**config.mk**
```make
export PLATFORM = sky130hd
export DESIGN_NAME = wb_rr_arbiter
export DESIGN_NICKNAME = d
export VERILOG_FILES = /design/src/rtl/atta_wb_pkg.sv /design/src/rtl/wb_rr_pick.sv /design/src/rtl/wb_rr_arbiter.sv
export SDC_FILE = /design/constraint.sdc
export NUM_CORES = 1
export LEC_CHECK = 0
export ABC_AREA = 1
export BUFFER_PORTS_ARGS = -buffer_cell sky130_fd_sc_hd__buf_2
export CORE_AREA = 8 8 106 108
export CTS_BUF_LIST = sky130_fd_sc_hd__clkbuf_16
export CTS_CLUSTER_DIAMETER = 60
export DETAILED_ROUTE_END_ITERATION = 8
export DIE_AREA = 0 0 114 116
export PLACE_DENSITY = 0.69
export REMOVE_ABC_BUFFERS = 1
export SETUP_SLACK_MARGIN = 0.5
export SYNTH_ARGS = -nofsm -noshare
export SYNTH_HDL_FRONTEND = slang
export SYNTH_SLANG_ARGS = --single-unit
```
**constraint.sdc**
```tcl
create_clock -name clk_i -period 1.3 [get_ports clk_i]
set_clock_uncertainty 0.2 [all_clocks]
set_input_delay 0.065 -clock clk_i [delete_from_list [all_inputs] [get_ports clk_i]]
set_output_delay 0.065 -clock clk_i [all_outputs]
set_load 0.005 [all_outputs]
```
**src/rtl/atta_wb_pkg.sv**
```systemverilog
`default_nettype none
// ============================================================================
// Module      : atta_wb_pkg
// Description : Shared Wishbone definitions: default bus widths and the
//               grant state encoding used by the bus arbiters.
// Revision    : 1.0 - initial release
// ============================================================================
package atta_wb_pkg;

    // Default bus geometry shared by all Wishbone blocks in the system
    localparam int c_WB_ADDR_WIDTH = 32;
    localparam int c_WB_DATA_WIDTH = 32;

    // Arbiter grant state: either nobody owns the bus or one master does
    typedef enum logic [0:0] {
        ARB_IDLE = 1'b0,
        ARB_OWN  = 1'b1
    } arb_state_t;

endpackage
`default_nettype wire

```
**src/rtl/wb_rr_pick.sv**
```systemverilog
`default_nettype none
// ============================================================================
// Module      : wb_rr_pick
// Description : Combinational round-robin picker. Scans the request vector
//               upward from last+1 (with wrap) and returns the first
//               requester as a one-hot vector plus a valid flag.
// Revision    : 1.0 - initial release
// ============================================================================
module wb_rr_pick
    import atta_wb_pkg::*;
#(
    parameter int NUM_MASTERS = 2,
    parameter int IDX_W       = (NUM_MASTERS > 1) ? $clog2(NUM_MASTERS) : 1
) (
    input  logic [NUM_MASTERS-1:0] i_req,
    input  logic [IDX_W-1:0]       i_last,
    output logic [NUM_MASTERS-1:0] o_winner,
    output logic                   o_valid
);

    logic [IDX_W-1:0] w_idx;

    // Rotating scan: the previous owner is visited last, so it has lowest priority
    always_comb begin
        o_winner = '0;
        o_valid  = 1'b0;
        w_idx    = '0;
        for (int i = 1; i <= NUM_MASTERS; i++) begin
            w_idx = IDX_W'((int'(i_last) + i) % NUM_MASTERS);
            if (!o_valid && i_req[w_idx]) begin
                o_winner[w_idx] = 1'b1;
                o_valid         = 1'b1;
            end
        end
    end

endmodule
`default_nettype wire

```
**src/rtl/wb_rr_arbiter.sv**
```systemverilog
`default_nettype none
// ============================================================================
// Module      : wb_rr_arbiter
// Description : Round-robin Wishbone B3 classic arbiter sharing one slave
//               port between NUM_MASTERS masters. Ownership lasts a whole
//               cyc (no preemption); a stall watchdog terminates hung beats
//               with an error.
// Revision    : 1.0 - initial release
// ============================================================================
module wb_rr_arbiter
    import atta_wb_pkg::*;
#(
    parameter int NUM_MASTERS = 2,
    parameter int ADDR_WIDTH  = c_WB_ADDR_WIDTH,
    parameter int DATA_WIDTH  = c_WB_DATA_WIDTH,
    parameter int TIMEOUT     = 255
) (
    input  logic                               clk_i,
    input  logic                               rst_i,
    input  logic [NUM_MASTERS-1:0]             m_cyc_i,
    input  logic [NUM_MASTERS-1:0]             m_stb_i,
    input  logic [NUM_MASTERS-1:0]             m_we_i,
    input  logic [NUM_MASTERS*ADDR_WIDTH-1:0]  m_adr_i,
    input  logic [NUM_MASTERS*DATA_WIDTH-1:0]  m_dat_i,
    input  logic [NUM_MASTERS*DATA_WIDTH/8-1:0] m_sel_i,
    output logic [DATA_WIDTH-1:0]              m_dat_o,
    output logic [NUM_MASTERS-1:0]             m_ack_o,
    output logic [NUM_MASTERS-1:0]             m_err_o,
    output logic                               s_cyc_o,
    output logic                               s_stb_o,
    output logic                               s_we_o,
    output logic [ADDR_WIDTH-1:0]              s_adr_o,
    output logic [DATA_WIDTH-1:0]              s_dat_o,
    output logic [DATA_WIDTH/8-1:0]            s_sel_o,
    input  logic [DATA_WIDTH-1:0]              s_dat_i,
    input  logic                               s_ack_i,
    input  logic                               s_err_i,
    output logic [NUM_MASTERS-1:0]             grant_o
);

    localparam int c_SEL_WIDTH = DATA_WIDTH / 8;
    localparam int c_IDX_W     = (NUM_MASTERS > 1) ? $clog2(NUM_MASTERS) : 1;
    localparam int c_WD_W      = (TIMEOUT > 0) ? $clog2(TIMEOUT + 1) : 1;

    arb_state_t               r_state;
    logic [NUM_MASTERS-1:0]   r_grant;
    logic [c_IDX_W-1:0]       r_last;
    logic [c_WD_W-1:0]        r_wd_cnt;

    logic [NUM_MASTERS-1:0]   w_pick_onehot;
    logic                     w_pick_valid;
    logic [c_IDX_W-1:0]       w_pick_idx;
    logic                     w_cyc_mux;
    logic                     w_stb_mux;
    logic                     w_we_mux;
    logic                     w_wd_err;
    logic                     w_wd_count;

    wb_rr_pick #(
        .NUM_MASTERS (NUM_MASTERS),
        .IDX_W       (c_IDX_W)
    ) u_pick (
        .i_req    (m_cyc_i),
        .i_last   (r_last),
        .o_winner (w_pick_onehot),
        .o_valid  (w_pick_valid)
    );

    // Convert the picker's one-hot winner into an index to remember as 'last'
    always_comb begin
        w_pick_idx = '0;
        for (int k = 0; k < NUM_MASTERS; k++) begin
            if (w_pick_onehot[k]) begin
                w_pick_idx = c_IDX_W'(k);
            end
        end
    end

    // Grant FSM: grant on any request from IDLE, release only when the owner drops cyc
    always_ff @(posedge clk_i or posedge rst_i) begin
        if (rst_i) begin
            r_state <= ARB_IDLE;
            r_grant <= '0;
            r_last  <= c_IDX_W'(NUM_MASTERS - 1);
        end else begin
            case (r_state)
                ARB_IDLE: begin
                    if (w_pick_valid) begin
                        r_state <= ARB_OWN;
                        r_grant <= w_pick_onehot;
                        r_last  <= w_pick_idx;
                    end
                end
                ARB_OWN: begin
                    if (!w_cyc_mux) begin
                        r_state <= ARB_IDLE;
                        r_grant <= '0;
                    end
                end
                default: begin
                    r_state <= ARB_IDLE;
                    r_grant <= '0;
                end
            endcase
        end
    end

    // Route the granted master's slice to the slave; grant is zero in IDLE so all outputs are zero
    always_comb begin
        w_cyc_mux = 1'b0;
        w_stb_mux = 1'b0;
        w_we_mux  = 1'b0;
        s_adr_o   = '0;
        s_dat_o   = '0;
        s_sel_o   = '0;
        for (int k = 0; k < NUM_MASTERS; k++) begin
            if (r_grant[k]) begin
                w_cyc_mux = m_cyc_i[k];
                w_stb_mux = m_stb_i[k];
                w_we_mux  = m_we_i[k];
                s_adr_o   = m_adr_i[k*ADDR_WIDTH +: ADDR_WIDTH];
                s_dat_o   = m_dat_i[k*DATA_WIDTH +: DATA_WIDTH];
                s_sel_o   = m_sel_i[k*c_SEL_WIDTH +: c_SEL_WIDTH];
            end
        end
    end

    // The terminated beat is hidden from the slave so it cannot complete late
    assign s_cyc_o = w_cyc_mux;
    assign s_stb_o = w_stb_mux & ~w_wd_err;
    assign s_we_o  = w_we_mux;

    // Responses go only to the owner; read data is broadcast unconditionally
    assign m_ack_o = r_grant & {NUM_MASTERS{s_ack_i}};
    assign m_err_o = r_grant & {NUM_MASTERS{s_err_i | w_wd_err}};
    assign m_dat_o = s_dat_i;
    assign grant_o = r_grant;

    // A beat is stalled while strobe is up and the slave has not responded
    assign w_wd_count = (r_state == ARB_OWN) && s_stb_o && !s_ack_i && !s_err_i;

    generate
        if (TIMEOUT > 0) begin : g_wd_on
            assign w_wd_err = (r_state == ARB_OWN) && (r_wd_cnt == c_WD_W'(TIMEOUT));
        end else begin : g_wd_off
            assign w_wd_err = 1'b0;
        end
    endgenerate

    // Watchdog counter: advances on stalled beats, clears on any response, idle or fired error
    always_ff @(posedge clk_i or posedge rst_i) begin
        if (rst_i) begin
            r_wd_cnt <= '0;
        end else if (w_wd_count && (TIMEOUT > 0)) begin
            r_wd_cnt <= r_wd_cnt + 1'b1;
        end else begin
            r_wd_cnt <= '0;
        end
    end

endmodule
`default_nettype wire

```
==> results by group, run 1 <==
Die
  – Row Count: 36
  – Die Area: 0.0132 mm2
  – Core footprint: about 0.0095 mm2
  – Initial Utilization: 17.3%
  – Die height: about 120 um
  – Die X-Extent: 114 um
  – I/O Pins: 287

Synth
  – Register area share after synthesis: 18.3%
  – Yosys warns: 0
  – Post-Synth Adder-Cell Area: less than 1%
  – Post-synth EDFFs: 0
  – Synth Area per Inst: 7.78 um2
  – Yosys top cell by area: a22o_1
  – Synth Area in Compound Gates: 37.4%
  – Post-Syn Instances: ~210
  – Synth Register Bits: 12
  – Simple-gate portion of the synthesized area: 17.8%
  – Synth top area share: 36.6%
  – Mux contribution to synthesized area: 0%
  – Post-Syn Area: 0.00165 mm2
  – Top FF cell, synth: dfrtp_1
  – Synth async-reset ratio: 100%
  – Synth top area cells: a22o_1 (37%), dfrtp_1 (17%), buf_4 (15%), nand2_1 (6.6%), buf_2 (3.9%)
  – Netlist cell types: 24
  – Synth Area in XOR/XNOR: 1.59%
  – Largest family of logic cells by synthesized area: compound AO/OA/AOI/OAI gates

Final layout
  – Layout cells sized above 1: 71.9%
  – Multi-input logic area: around 0.0011 mm2
  – Area grow syn2layout: 105%
  – Sequential Area: 303 um2
  – Commonest non-fill, non-tap cells in the layout: buf_2 (211), a22o_1 (63), nand2_1 (18), buf_4 (18), buf_6 (16)
  – Most common cell after layout, fill and taps aside: buf_2
  – Nets: 607
  – Fillers: 1,002
  – Final Util: 35.4%

Clock tree
  – Cts bufs inserted: 3
  – CTS tree: yes
  – Clk buf depth: 2
  – Clk slew on worst S/H paths: 50 ps
  – H-tree levels: 1
  – Skew-Pair Late Insertion Delay: between 200 and 250 ps
  – Root Driver: clkbuf_16
  – CTS Sinks: 12

Power and ir drop
  – Part of the power in registers: 8.8%
  – Switching Share: roughly two fifths
  – Worst vdd ir: about 0.54 mV
  – Comb power frac: 81.5%
  – Internal: 0.00348 W
  – Switch Pwr: 0.00245 W
  – Part of the power in the clock network: under 10%
  – Lkg Pwr: 1.91 nW
  – Cell area power density: 1760 mW/mm2

Drt
  – Vias: ~2,500
  – Total Routed Length: 12.7 mm
  – Via density: 4.49
  – Post-route ant nets: 0
  – Wirelength per Cell: 22.6 um
  – DRT iter0 DRCs: 169
  – Drt drc: 0
  – Pre-Repair DR Iteration Count: 4

STA
  – Measured slew at the worst slew-check pin: 496 ps
  – Final-report setup violation count: 87
  – TNS Setup: -28,560 ps
  – WHS: -365 ps
  – Fin crit share: 131%
  – Final max-slew violation count: 0
  – Max Fclk: 588 MHz
  – Final Hold Fails: 47
  – Slew headroom: 66.9%
  – Setup WS post-layout: -399 ps
  – Unrepaired setup endpoints after global routing: true
  – Final min period: 1700 ps

Critical path
  – Crit path to: s_dat_o[26]
  – R2R setup slack: -290 ps
  – R2r endpoint: r_wd_cnt[0]
  – Reg2reg path depth: 7
  – Setup CP Type: reg -> out
  – Worst setup EP type: output pin
  – Worst-path maximum fanout: 7
  – CP Launch Point: grant_o[1]
  – Req. time, crit path: 1030 ps
  – CP Launch Type: register
  – Worst EP arrival: 1430 ps
  – Critical R2R Launch: grant_o[1]

Global route
  – GR Util All Layers: 16.4%
  – Largest net degree at the start of global routing: 29
  – GRT overflow: 0
  – Vias in the first global route: roughly 2,600
  – Initial antenna violation count: 2
  – First-pass GRT wire length: 16.1 mm

Placement
  – Gpl congestion: around 0.93
  – Setup WS pre-CTS: -205 ps
  – Post-DP HPWL: 9.98 mm
  – PortBufs: 222

Flow run
  – Maxcap violations: 0

Status
  – Failing checks: hold timing, setup timing
  – Status: complete, but fails checks

Min path
  – Worst min path class: in -> async
## cell usage after synthesis, types with 2 or more instances
| master | count |
|---|---|
| buf_2 | 13 |
| nand2_1 | 29 |
| dfrtp_1 | 11 |
| inv_1 | 17 |
| nand3_1 | 7 |
| nor2_2 | 9 |
| a22o_1 | 69 |
| nand4_1 | 2 |
| inv_2 | 2 |
| xnor2_1 | 2 |
| nand2_2 | 2 |
| nor2_1 | 5 |
| buf_4 | 33 |
## worst min path at each step
stage                from           to  slack (ps)  depth (start not counted)
floorplan           rst_i   grant_o[0]        -270                          1
finish              rst_i  r_wd_cnt[1]        -360                          2
detailed placement  rst_i  r_wd_cnt[1]         -90                          2
global placement    rst_i  r_wd_cnt[7]        -110                          2
CTS                 rst_i  r_wd_cnt[1]        -350                          2
global route        rst_i  r_wd_cnt[1]        -330                          2
## kinds of logic after synthesis
kind of cell / count (synthesis)
fa+ha+maj: 1
xor+xnor: 3
compound gates: 71
buf+inv: 67
flops: 12
simple gates: 58
## critical path, cell delays in order, from the launching register on
cell and delay (ps):
dfrtp_2 440, nor2_4 200, buf_6 170, buf_12 140
a22o_1 130, buf_2 120
## through the flow
stage               total power (W)  area (um2)  std cells
floorplan                   0.00207        1330        165
global placement            0.00404        2800        539
detailed placement          0.00409        2800        539
CTS                         0.00534        3140        554
global route                0.00627        3380        562
finish                      0.00594        3380        564
## state kept, by name, indices dropped and copies added (netlist names)
register and cells:
grant_o 2, r_last 1, r_state 1, r_wd_cnt 8
## power by group through the flow
stage / logic (W) / clock network [W] / registers (W)
floorplan: 0.00138 / 0 / 0.000696
CTS: 0.00424 / 0.000589 / 0.000514
finish: 0.00484 / 0.000574 / 0.000523
global route: 0.00513 / 0.000617 / 0.000527
detailed placement: 0.00357 / 0 / 0.000517
global placement: 0.00352 / 0 / 0.000515
## timing repair
action / in CTS / in global routing
gates cloned: 2 / 4
endpoints found under the hold margin: 48 / 46
pin swaps: 7 / 10
buffers inserted: 9 / 2
gates resized for setup: 27 / 30
setup endpoints to repair: 89 / 89
## cell type report
type | count | area share, %
diodes | 4 | 0.296
clock buffers | 3 | 2.22
clock inverters | 1 | 0.111
inverters | 20 | 2.22
multi-input cells | 133 | 32.6
flip-flops and latches | 12 | 8.96
well taps | 133 | 4.92
repair buffers | 258 | 48.7
## layer usage
metal | vias up | GRT usage, % | share of wire, %
li1 | 1163 | - | -
met1 | 1197 | 19.6 | 40
met2 | 156 | 25.3 | 47
met3 | 17 | 6.10 | 10
met4 | 2 | 7.10 | 2.0
met5 | - | 3.91 | 0.57
No activity file was read; power rests on OpenSTA's default activity.
==> run 2: changes to the inputs <==
PLACE_DENSITY = 0.67   (was 0.69)
clock period = 2 ns   (was 1.3 ns; I/O delays follow)
==> run 2 against run 1 <==
  * The flow now finishes without violations
  * Register-to-register slack better by 820 ps
  * Routed wire length rose by 0.35%
  * Sequential cell count is the same
  * First-iteration DRC count decreased by 2.4%
  * Clock power shrank 36%
  * Clock-buffer cell count did not move
  * Setup slack better by 690 ps
  * Sequential share of layout area rose by 0.64 points
  * Critical path type unchanged
  * Critical endpoint is now s_adr_o[23]
  * Largest power group unchanged
==> results by group, run 2 (synthesized netlist as in run 1, its figures left out) <==
Status
  – Status: finished clean

Die
  – Row Count: 36
  – Die height: 116 um
  – Die X-Extent: between 100 and 150 um
  – Core footprint: 0.00955 mm2
  – I/O Pins: 287
  – Die Area: between 0.01 and 0.015 mm2
  – Initial Utilization: 17.3%

Global route
  – First-pass GRT wire length: about 17 mm
  – Initial antenna violation count: 1
  – GR Util All Layers: 17.1%
  – Vias in the first global route: ~2,500
  – Largest net degree at the start of global routing: 38
  – GRT overflow: 0

Drt
  – Wirelength per Cell: 23.1 um
  – DRT iter0 DRCs: 165
  – Drt drc: 0
  – Post-route ant nets: 0
  – Total Routed Length: 12.8 mm
  – Via density: roughly 4.6
  – Pre-Repair DR Iteration Count: 4
  – Vias: 2,547

Clock tree
  – Clk slew on worst S/H paths: 40 ps
  – CTS tree: yes
  – Skew-Pair Late Insertion Delay: 240 ps
  – Root Driver: clkbuf_16
  – Cts bufs inserted: 3
  – CTS Sinks: 12
  – H-tree levels: 1
  – Clk buf depth: 2

Final layout
  – Multi-input logic area: about 990 um2
  – Final Util: 33.1%
  – Largest register FFs: 8
  – Layout cells sized above 1: 65.6%
  – Design area: 0.00316 mm2
  – Sequential Area: approximately 300 um2
  – Most common cell after layout, fill and taps aside: buf_2
  – Fin cells: 552
  – Area grow syn2layout: 91.4%
  – Commonest non-fill, non-tap cells in the layout: buf_2 (218), a22o_1 (69), nand2_1 (26)
  – Nets: about 600
  – Largest register by flop count: r_wd_cnt
  – Fillers: roughly 1,000

Placement
  – Gpl congestion: between 0.8 and 0.9
  – Post-DP HPWL: 9.48 mm
  – DP Area: 0.00265 mm2
  – Post-Place Cells: 523
  – PortBufs: around 220

Critical path
  – R2R setup slack: 530 ps
  – Req. time, crit path: 1700 ps
  – Worst EP arrival: 1410 ps
  – Setup CP Type: reg -> out
  – Worst-path maximum fanout: 8
  – Worst setup EP type: output pin
  – CP Launch Type: register

STA
  – Unrepaired setup endpoints after global routing: true
  – Final min period: 1710 ps
  – Fin crit share: between 80% and 90%
  – Measured slew at the worst slew-check pin: 464 ps
  – Max Fclk: 584 MHz
  – Slew headroom: 69.1%
  – Final-report setup violation count: 0
  – Final max-slew violation count: 0
  – Final Hold Fails: 0

Flow run
  – Maxcap violations: 0

Power and ir drop
  – Comb power frac: 80.4%
  – Switching Share: 42.9%
  – Lkg Pwr: 1.82 nW
  – Part of the power in registers: 9.4%
  – Worst vdd ir: between 0.4 and 0.5 mV
  – Internal: 0.00206 W
  – Cell area power density: 1140 mW/mm2
  – Part of the power in the clock network: 10.2%
  – Overall Power: 0.00360 W
  – Switch Pwr: between 0.0015 and 0.002 W

Min path
  – Worst min path class: in -> out
## run 2: cell types whose count changed in the layout (fill, tap and decap cells not counted), moves of 4 or more
| cell | delta |
|---|---|
| nand3_2 | -4 |
| buf_6 | -11 |
| buf_16 | +5 |
| a22o_4 | -6 |
| nand2_2 | -5 |
| buf_2 | +7 |
| nand2_1 | +8 |
| buf_4 | -6 |
| nand3_1 | +4 |
| a22o_1 | +6 |
## run 2: per-layer routing
layer	global-route usage, %	part of all wire, %	wire length [um]	up-vias
met1	18.7	37	4690	1196
met3	11.6	16	2090	14
met2	26.2	45	5720	186
met5	5.08	0.68	87	-
li1	-	-	-	1149
met4	4.17	1.4	182	2
## run 2: final timing paths
check	end	startpoint	depth (start not counted)
setup / recovery	s_adr_o[23]	grant_o[1]	5
hold / removal	m_dat_o[10]	s_dat_i[10]	0
setup reg to reg	r_wd_cnt[2]	r_wd_cnt[0]	7
hold reg to reg	r_last	r_last	2
max in group asynchronous	grant_o[1]	rst_i	3
min in group asynchronous	r_wd_cnt[0]	rst_i	3
## run 2: layout make-up
type | count | share of cell area (%)
inverters | 20 | 2.38
multi-input cells | 133 | 31.4
diodes | 1 | 0.0793
flip-flops and latches | 12 | 9.59
clock buffers | 3 | 2.38
well taps | 133 | 5.27
clock inverters | 1 | 0.119
repair buffers | 249 | 48.8
## run 2: timing repair
item / 4_1_cts / 5_1_grt
gates resized for setup: 20 / 7
hold endpoints to repair: 14 / 0
pin swaps: 8 / 4
cloned: 7 / 2
setup buffers: 10 / 2
endpoints found under the setup margin: 82 / 82
hold buffers: 3 / 0
## run 2: critical path, cell delays in order, from the launching register on
cell	delay, ps
dfrtp_2	430
nor2_4	130
buf_6	170
buf_12	130
a22o_1	160
buf_2	140
## run 2: power groups by stage
stage	logic (W)	registers (W)	clock network, W
6_report	0.00290	0.000338	0.000366
5_1_grt	0.00310	0.000341	0.000385
4_1_cts	0.00282	0.000334	0.000368
3_5_place_dp	0.00217	0.000343	0
3_3_place_gp	0.00215	0.000339	0
2_1_floorplan	0.000894	0.000452	0
## run 2: per-stage QoR
step	setup TNS [ps]	setup WS [ps]	hold WS (ps)
2_1_floorplan	-56120	-880	-236
3_3_place_gp	0	374	-67.6
3_5_place_dp	0	330	-70.8
4_1_cts	0	276	0.0346
5_1_grt	0	218	0.0326
6_report	0	287	0.00665
==> run 3: changes to the inputs <==
HOLD_SLACK_MARGIN = 0.03   (was default)
==> run 3 against run 2 <==
  * Register-to-register slack barely moved
  * Die area is the same
  * Non-clock buffer count grew 32
  * Maximum frequency about the same
  * Global-route usage up 1.5 points
  * Largest cell class unchanged
  * Hold slack better by 93 ps
  * Cell area rose by 10%
  * Power increased by 2.4%
  * Clock-buffer cell count unchanged
==> results by group, run 3 (synthesized netlist as in run 1, its figures left out) <==
Critical path
  – Setup CP Type: reg -> out
  – Worst-path cell with the longest stage delay: dfrtp_1
  – CP cell instances: inv_2 > nor2_4 > buf_6 > buf_16 > a22o_1 > buf_2
  – Critical R2R Launch: r_wd_cnt[0]
  – Reg2reg path depth: 7
  – Req. time, crit path: 1700 ps
  – Worst EP arrival: 1410 ps
  – CP peak stage delay: ~360 ps
  – CP Launch Type: register
  – Worst-path maximum fanout: 14
  – Worst setup EP type: output pin
  – R2r endpoint: r_wd_cnt[2]
  – R2R setup slack: 530 ps

STA
  – Unrepaired setup endpoints after global routing: true
  – Fin crit share: 85.7%
  – Max Fclk: approximately 600 MHz
  – Measured slew at the worst slew-check pin: 480 ps
  – WHS: between 90 and 100 ps
  – Final-report setup violation count: 0
  – Final max-slew violation count: 0
  – Final min period: 1710 ps
  – Slew headroom: 67.9%
  – Final Hold Fails: 0

Final layout
  – Nets: 630
  – Fillers: around 1,000
  – Largest register FFs: 8
  – Design area: 0.00347 mm2
  – Sequential Area: 303 um2
  – Antenna Diode Count: 0
  – Final Util: 36.4%
  – Multi-input logic area: roughly 990 um2
  – Layout cells sized above 1: 60.9%
  – Largest register by flop count: r_wd_cnt
  – Fin cells: 583
  – Commonest non-fill, non-tap cells in the layout: buf_2 (218), a22o_1 (69), dlygate4sd3_1 (35)
  – Area grow syn2layout: 111%
  – Most common cell after layout, fill and taps aside: buf_2

Clock tree
  – CTS Sinks: 12
  – Root Driver: clkbuf_16
  – H-tree levels: 1
  – CTS tree: yes
  – Skew-Pair Late Insertion Delay: 240 ps
  – Clk slew on worst S/H paths: 40 ps
  – Clk buf depth: 2
  – Cts bufs inserted: 3

Die
  – Initial Utilization: 17.3%
  – Core footprint: between 0.009 and 0.01 mm2
  – I/O Pins: 287
  – Die Area: 0.0132 mm2
  – Die X-Extent: roughly 110 um
  – Row Count: 36
  – Die height: 116 um

Drt
  – Total Routed Length: 13.8 mm
  – Drt drc: 0
  – Pre-Repair DR Iteration Count: 4
  – Wirelength per Cell: 23.7 um
  – Post-route ant nets: 0
  – Via density: 4.53
  – Vias: roughly 2,600
  – DRT iter0 DRCs: 193

Global route
  – Vias in the first global route: 2,706
  – First-pass GRT wire length: 18.2 mm
  – Largest net degree at the start of global routing: 38
  – GR Util All Layers: 18.6%
  – GRT overflow: 0
  – Initial antenna violation count: 0

Placement
  – Gpl congestion: around 0.87
  – PortBufs: approximately 220
  – Post-DP HPWL: 9.48 mm
  – Post-Place Cells: ~520
  – DP Area: 0.00265 mm2

Status
  – Status: finished clean

Min path
  – Hold path startpoint: s_err_i
  – Worst min path class: in -> reg
  – Hold Path Depth: 4
  – Worst Hold Path EP: r_wd_cnt[7]

Flow run
  – Maxcap violations: 0

Power and ir drop
  – Cell area power density: between 1000 and 1500 mW/mm2
  – Worst vdd ir: 0.503 mV
  – Lkg Pwr: 1.96 nW
## run 3: changes by cell type in the layout (fill, tap and decap cells not counted), sizes merged
cell / previous run / this run
dlygate4sd3: 3 / 35
diode: 1 / 0
## run 3: worst max-delay path by stage
stage,from,to,slack (ps),cells past startpoint
after floorplan,grant_o[1],r_wd_cnt[0],-880,5
after global placement,r_wd_cnt[0],m_err_o[1],370,8
after detailed placement,r_wd_cnt[0],m_err_o[0],330,8
after CTS,grant_o[0],s_sel_o[2],280,6
after global routing,r_wd_cnt[0],m_err_o[1],220,8
final,grant_o[0],s_dat_o[14],290,6
## run 3: routing by layer
| metal | global-route usage, % | share of wire, % |
|---|---|---|
| met5 | 0 | 0 |
| met4 | 6.74 | 2.6 |
| met3 | 9.07 | 14 |
| met2 | 30.4 | 47 |
| met1 | 20.7 | 36 |
## run 3: critical path: cells and delay by family (launching register included)
family	cells	cell delay (ps)
AOI/OAI and AO/OA	1	160
buffers and inverters	4	500
DFF	1	360
and+or+nand+nor	1	140
## run 3: what timing repair did
item                                    CTS  global route
buffers inserted                         10             2
pin swaps                                 8             4
gates resized for setup                  20             7
gates cloned                              7             2
endpoints found under the setup margin   82            82
hold buffers                             35             0
hold endpoints to repair                 48             0
## run 3: through the flow
step                      TNS (ps)  setup slack [ps]  power, W
final                            0               286   0.00369
after CTS                        0               276   0.00359
after detailed placement         0               330   0.00251
after global placement           0               374   0.00249
after floorplan             -56120              -880   0.00135
after global routing             0               218   0.00390
## run 3: final cells by class
class	instances	share of cell area [%]
Sequential cell	12	8.71
Inverter	20	2.16
Clock buffer	3	2.16
Clock inverter	1	0.108
Timing Repair Buffer	281	53.5
Tap cell	133	4.79
Multi-Input combinational cell	133	28.5
## run 3: power breakdown
part,internal (W),switching [W]
clock network,0.000263,0.000104
logic,0.00154,0.00144
registers,0.000293,0.0000455
total,0.00210,0.00159
